`config.mk`:
```
export PLATFORM = sky130hd
export DESIGN_NAME = btn_event_fsm
export DESIGN_NICKNAME = d
export VERILOG_FILES = /design/src/rtl/btn_pkg.sv /design/src/rtl/btn_hold_timer.sv /design/src/rtl/btn_event_fsm.sv
export SDC_FILE = /design/constraint.sdc
export NUM_CORES = 1
export LEC_CHECK = 0
export ABC_AREA = 1
export ABC_CLOCK_PERIOD_IN_PS = 4200
export BUFFER_PORTS_ARGS = -buffer_cell sky130_fd_sc_hd__buf_2
export CORE_ASPECT_RATIO = 1.5
export CORE_MARGIN = 2
export CORE_UTILIZATION = 30
export DETAILED_ROUTE_END_ITERATION = 7
export MAX_ROUTING_LAYER = met4
export PLACE_DENSITY = 0.5
export SETUP_SLACK_MARGIN = 0.3
export SLEW_MARGIN = 30
export SYNTH_ARGS = -nofsm -noshare
export SYNTH_HDL_FRONTEND = slang
export SYNTH_SLANG_ARGS = --single-unit
```
`constraint.sdc`:
```
create_clock -name clk_100 -period 4.2 [get_ports clk_100]
set_input_delay 0.42 -clock clk_100 [delete_from_list [all_inputs] [get_ports clk_100]]
set_output_delay 0.42 -clock clk_100 [all_outputs]
set_load 0.02 [all_outputs]
```
`src/rtl/btn_pkg.sv`:
```
`default_nettype none
// ============================================================================
// Module      : btn_pkg
// Description : Shared definitions for the push-button event logic.
//               - State encodings for the event FSM (IDLE / PRESS / HOLD).
//               - cnt_width(): hold-timer width able to hold
//                 max(LONG_CYCLES, REPEAT_CYCLES).
// Revision    : 1.0 - initial release
// ============================================================================
package btn_pkg;

    localparam logic [1:0] ST_IDLE  = 2'd0;
    localparam logic [1:0] ST_PRESS = 2'd1;
    localparam logic [1:0] ST_HOLD  = 2'd2;

    // Width needed to represent max(long_c, rep_c). The compares in the FSM
    // are exact and the counter is cleared on every match, so it never wraps.
    function automatic int cnt_width(input int long_c, input int rep_c);
        int m;
        m = (long_c > rep_c) ? long_c : rep_c;
        return $clog2(m + 1);
    endfunction

endpackage
`default_nettype wire

```
`src/rtl/btn_hold_timer.sv`:
```
`default_nettype none
// ============================================================================
// Module      : btn_hold_timer
// Description : Loadable, clearable cycle counter with terminal-count compare.
//               Priority: clr > load > inc. tc is a combinational equality
//               flag of the current count against tc_val.
// Ports       : clk_100  - system clock
//               rst      - asynchronous active-high reset (count -> 0)
//               clr      - synchronous clear to 0
//               load     - synchronous load of load_val
//               inc      - increment by one
//               load_val - value loaded when load is high
//               tc_val   - terminal-count compare value
//               tc       - high while count == tc_val
// Revision    : 1.0 - initial release
// ============================================================================
module btn_hold_timer #(
    parameter int CNT_W = 4
) (
    input  logic             clk_100,
    input  logic             rst,
    input  logic             clr,
    input  logic             load,
    input  logic             inc,
    input  logic [CNT_W-1:0] load_val,
    input  logic [CNT_W-1:0] tc_val,
    output logic             tc
);

    logic [CNT_W-1:0] r_cnt;

    always_ff @(posedge clk_100 or posedge rst) begin
        if (rst) begin
            r_cnt <= '0;
        end else if (clr) begin
            r_cnt <= '0;
        end else if (load) begin
            r_cnt <= load_val;
        end else if (inc) begin
            r_cnt <= r_cnt + 1'b1;
        end
    end

    assign tc = (r_cnt == tc_val);

endmodule
`default_nettype wire

```
`src/rtl/btn_event_fsm.sv`:
```
`default_nettype none
// ============================================================================
// Module      : btn_event_fsm
// Description : Turns the debounced push-button level into single-cycle
//               event pulses: press, short release, long press, auto-repeat
//               while held, any release, plus a held-level flag.
//               All outputs are registered.
// Ports       : clk_100       - 100 MHz system clock
//               rst           - asynchronous active-high reset
//               pb_de         - debounced button level (clk_100 domain)
//               press_pulse   - one cycle on each accepted press
//               short_pulse   - one cycle on release before long threshold
//               long_pulse    - one cycle when hold reaches LONG_CYCLES
//               repeat_pulse  - one cycle every REPEAT_CYCLES after long
//               release_pulse - one cycle on any release of accepted press
//               held          - high while in HOLD
// Revision    : 1.0 - initial release
// ============================================================================
module btn_event_fsm
    import btn_pkg::*;
#(
    parameter int LONG_CYCLES   = 100_000_000,
    parameter int REPEAT_CYCLES = 20_000_000,
    parameter bit REPEAT_EN     = 1'b1
) (
    input  logic clk_100,
    input  logic rst,
    input  logic pb_de,
    output logic press_pulse,
    output logic short_pulse,
    output logic long_pulse,
    output logic repeat_pulse,
    output logic release_pulse,
    output logic held
);

    localparam int               CNT_W     = cnt_width(LONG_CYCLES, REPEAT_CYCLES);
    localparam logic [CNT_W-1:0] C_LONG_TC = CNT_W'(LONG_CYCLES - 1);
    localparam logic [CNT_W-1:0] C_REP_TC  = CNT_W'(REPEAT_CYCLES - 1);
    localparam logic [CNT_W-1:0] C_ONE     = CNT_W'(1);

    logic [1:0]       r_state;
    logic [1:0]       w_state_nxt;
    logic             r_pb_prev;

    logic             w_clr;
    logic             w_load;
    logic             w_inc;
    logic [CNT_W-1:0] w_tc_val;
    logic             w_tc;

    logic             r_press, r_short, r_long, r_repeat, r_release, r_held;
    logic             w_press_nxt, w_short_nxt, w_long_nxt, w_repeat_nxt;
    logic             w_release_nxt, w_held_nxt;

    // pb_prev resets high so a button held through reset produces no rise:
    // a low sample must be seen before the next press is accepted.
    always_ff @(posedge clk_100 or posedge rst) begin
        if (rst) begin
            r_pb_prev <= 1'b1;
        end else begin
            r_pb_prev <= pb_de;
        end
    end

    btn_hold_timer #(
        .CNT_W (CNT_W)
    ) u_timer (
        .clk_100  (clk_100),
        .rst      (rst),
        .clr      (w_clr),
        .load     (w_load),
        .inc      (w_inc),
        .load_val (C_ONE),
        .tc_val   (w_tc_val),
        .tc       (w_tc)
    );

    always_ff @(posedge clk_100 or posedge rst) begin
        if (rst) begin
            r_state   <= ST_IDLE;
            r_press   <= 1'b0;
            r_short   <= 1'b0;
            r_long    <= 1'b0;
            r_repeat  <= 1'b0;
            r_release <= 1'b0;
            r_held    <= 1'b0;
        end else begin
            r_state   <= w_state_nxt;
            r_press   <= w_press_nxt;
            r_short   <= w_short_nxt;
            r_long    <= w_long_nxt;
            r_repeat  <= w_repeat_nxt;
            r_release <= w_release_nxt;
            r_held    <= w_held_nxt;
        end
    end

    always_comb begin
        w_state_nxt   = r_state;
        w_clr         = 1'b0;
        w_load        = 1'b0;
        w_inc         = 1'b0;
        w_tc_val      = C_LONG_TC;
        w_press_nxt   = 1'b0;
        w_short_nxt   = 1'b0;
        w_long_nxt    = 1'b0;
        w_repeat_nxt  = 1'b0;
        w_release_nxt = 1'b0;

        case (r_state)
            ST_IDLE: begin
                // The rising sample itself counts as the first high sample.
                if (pb_de && !r_pb_prev) begin
                    w_state_nxt = ST_PRESS;
                    w_load      = 1'b1;
                    w_press_nxt = 1'b1;
                end
            end

            ST_PRESS: begin
                w_tc_val = C_LONG_TC;
                if (!pb_de) begin
                    w_state_nxt   = ST_IDLE;
                    w_clr         = 1'b1;
                    w_short_nxt   = 1'b1;
                    w_release_nxt = 1'b1;
                end else if (w_tc) begin
                    w_state_nxt = ST_HOLD;
                    w_clr       = 1'b1;
                    w_long_nxt  = 1'b1;
                end else begin
                    w_inc = 1'b1;
                end
            end

            ST_HOLD: begin
                w_tc_val = C_REP_TC;
                if (!pb_de) begin
                    w_state_nxt   = ST_IDLE;
                    w_clr         = 1'b1;
                    w_release_nxt = 1'b1;
                end else if (w_tc) begin
                    // With repeats disabled the count parks at the terminal
                    // value instead of restarting.
                    if (REPEAT_EN) begin
                        w_clr        = 1'b1;
                        w_repeat_nxt = 1'b1;
                    end
                end else begin
                    w_inc = 1'b1;
                end
            end

            default: begin
                w_state_nxt = ST_IDLE;
                w_clr       = 1'b1;
            end
        endcase

        w_held_nxt = (w_state_nxt == ST_HOLD);
    end

    assign press_pulse   = r_press;
    assign short_pulse   = r_short;
    assign long_pulse    = r_long;
    assign repeat_pulse  = r_repeat;
    assign release_pulse = r_release;
    assign held          = r_held;

endmodule
`default_nettype wire

```
==> impl_results.md <==
* Predominant post-synthesis flop cell: dfrtp_1
* Synthesized flop and latch total at 36
* Slew HR at a little under half
* Final Worst Setup Slack at around 1800 ps
* WL/cell at 13.3 µm
* Clk slew on worst S/H paths at approximately 60 ps
* Number of global-route vias before repair at between 2,000 and 2,500
* Core area at approximately 7700 µm²
* WP data required at roughly 4400 ps
* I/O pin count at 9
* Initial antenna violation count at 0
* Number of flops mapped to enable cells by yosys at 0
* Area leader, netlist: dfrtp_1
* Setup bufs post-CTS at 0
* Final setup violation count at 0
* Top-area cell type share of the netlist area at between 30% and 40%
* Reg power frac at a little under two fifths
* FMAX at 424 MHz
* Clock share of power at between 30% and 40%
* Net Switching at between 300 and 400 µW
* Hold Crit Class: input port to asynchronous set/reset pin
* Global-route wire length before repair at approximately 9.8 mm
* Cell Area, Synth at roughly 2400 µm²
* MaxCap Viol Count at 0
* IO buf count at 8
* Worst clock skew at 3.47 ps
* Total grt overflow at 0
* Clock latency on the worst-skew pair at 280 ps
* TritonCTS Sinks at 36
* Synth Instances at roughly 320
* Hpwl dp at 4.30 mm
* Routability cong. at ~0.89
* Unrepaired setup endpoints after global routing: no
* Rows at 39
* Register area share after synthesis at 37.9%
* Count of different cell masters after synthesis at 29
* Area contributors post-synth: dfrtp_1, nand2_1, nor2_1
* Gates resized, CTS repair at 0
* Max FO, Critical Path at 17
* Post-route ant nets at 0
* Ys Warns at 0
* Clock Tree Buf Depth at 2
* CP max stage cell: nor2_2
* Cell internal pwr at about 680 µW
* Post-Syn Nets at about 330
* Initial Util at just over 30%
* Worst vdd ir at between 0.3 and 0.4 mV
* DP Worst Slack at about 1800 ps
* Die Wd at 76.7 µm
* Mean Syn Cell Area at 7.45 µm²
* Fin util at 34.9%
* Global Route Usage Sum at ~15%
* Setup TNS at 0 ps
* DR iter-0 viols at ~120
* Worst reg-to-reg path cell count at 8
* Die height at 113 µm
* Layout cells sized above 1 at 14.2%
* Crit path kind: flip-flop to flip-flop
* Most used cell, CP: inv_1
* Vias at around 2,000
* Crit path cell chain: inv_1, ha_1, nor2_1, inv_1, nor2_2, inv_2, nand3_1, nand2_1
* Worst r2r dst: u_timer.r_cnt[24]$_DFFE_PP0P_
* CP arrival at about 2500 ps
* Power share of the combinational group at 23.6%
* FF-to-FF Start: r_state[0]$_DFF_PP0_
* Final hold violations at 0
* Sw Ratio at between 30% and 40%
* Drc violations at 0
* Final period util at between 50% and 60%
* Crit path largest cell delay at approximately 620 ps
* Final wirelength at approximately 5.8 mm
* Slew @ Worst Pin at between 700 and 800 ps
* 1st-pass router iterations at 4
* Outcome: finished clean
* Area Overhead vs Synth at 12.5%
* Ys async rst share at 100%
* Pwr dens at 380 nW/µm²
* Reg-to-reg slack, setup at ~1800 ps
* Largest net degree at the start of global routing at 37
* Final Max Tran Viols at 0
* H-tree depth at 2
* Clock root buffer: clkbuf_16
* Num CTS Buffers at 5
* Die area at approximately 8700 µm²
* Static Leak at roughly 0.0012 µW
* Startpoint types: flip-flop
* Crit end category: flip-flop
* CTS hold repair buffers at 0
* Antenna cells at 0
* Fin crit period at 2360 ps
* Nets@finish at between 300 and 400
* CTS tree: yes
* Vias per cell at ~4.6
state kept, by name (all words and copies together) (netlist names):
| name | cells |
|---|---|
| repeat_pulse | 1 |
| press_pulse | 1 |
| u_timer.r_cnt | 27 |
| held | 1 |
| r_state | 2 |
| release_pulse | 1 |
| r_pb_prev | 1 |
| long_pulse | 1 |
| short_pulse | 1 |
worst max path at each step:
stage / from / to / slack (ps)
after floorplan: r_state[0]$_DFF_PP0_ / u_timer.r_cnt[10]$_DFFE_PP0P_ / 2560
after global placement: r_state[0]$_DFF_PP0_ / u_timer.r_cnt[24]$_DFFE_PP0P_ / 1930
after detailed placement: r_state[0]$_DFF_PP0_ / u_timer.r_cnt[24]$_DFFE_PP0P_ / 1820
after CTS: r_state[0]$_DFF_PP0_ / u_timer.r_cnt[24]$_DFFE_PP0P_ / 1800
after global routing: r_state[0]$_DFF_PP0_ / u_timer.r_cnt[24]$_DFFE_PP0P_ / 1630
final: r_state[0]$_DFF_PP0_ / u_timer.r_cnt[24]$_DFFE_PP0P_ / 1840
layout make-up:
| cell class | count | area (µm²) |
|---|---|---|
| inverter | 46 | 173 |
| sequential | 36 | 902 |
| fill | 829 | 4990 |
| clock buffer | 7 | 153 |
| timing repair buffer | 9 | 47.5 |
| tap | 102 | 128 |
| multi-input combinational | 234 | 1270 |
cells in the mapped netlist, drive strengths merged, types with 2 or more instances:
cell	number
nand4	6
dfrtp	35
nand2	92
nand3b	2
xnor2	2
nand3	29
buf	3
ha	5
a21oi	2
xor2	14
inv	46
nor3	4
o22ai	11
nor2	50
o21ai	14
placed cells by master, fill, tap and decap left out, types with 2 or more instances in the layout:
master and count:
nand2_1 85, nor2_1 44, inv_1 42, dfrtp_1 35
nand3_1 28, xor2_1 14, o21ai_0 13, o22ai_2 10
buf_2 8, nand4_1 6, nor2_4 5, nand2_2 5
ha_1 5, clkbuf_16 5, inv_2 4, nor3_1 3
nand2_4 2, xnor2_1 2, a21oi_1 2, nand3b_1 2
clkbuf_8 2
critical path, delay by kind of cell (launching register included):
kind / cells / cell delay, ps
fa+ha+maj: 1 / 330
buf+inv: 3 / 520
flops: 1 / 390
simple gates: 4 / 1000
layer usage:
metal | vias to the layer above | track usage [%] | share of wire, %
met5 | - | - | 0
met4 | 0 | 7.27 | 2.5
met3 | 7 | 2.23 | 1.9
met2 | 26 | 25.7 | 52
met1 | 946 | 16.6 | 43
li1 | 1030 | - | -
cells by family (layout without fill, tap and decap cells):
kind of cell	count (synthesis)	count (layout)	share of synthesized area, %
flip-flops	36	36	37.9
buffers and inverters	49	62	8.53
XOR/XNOR	16	16	5.89
AND/OR/NAND/NOR	185	185	35.8
adder cells (fa/ha/maj)	5	5	2.63
AO/OA/AOI/OAI	28	28	9.21
metrics by stage:
step / instance area, µm² / cells / hold WS, ps / total power, µW
floorplan: 2380 / 319 / 424 / 582
global placement: 2520 / 427 / 510 / 630
detailed placement: 2520 / 427 / 507 / 631
CTS: 2680 / 434 / 267 / 1030
global route: 2680 / 434 / 291 / 1070
finish: 2680 / 434 / 248 / 1020
power groups by stage:
stage	clock (µW)	sequential (µW)	combinational, µW
after floorplan	0	394	188
after global placement	0	388	242
after detailed placement	0	389	242
after CTS	405	382	244
after global routing	417	385	267
final	394	383	240
Power figures use the tool's default switching activity.
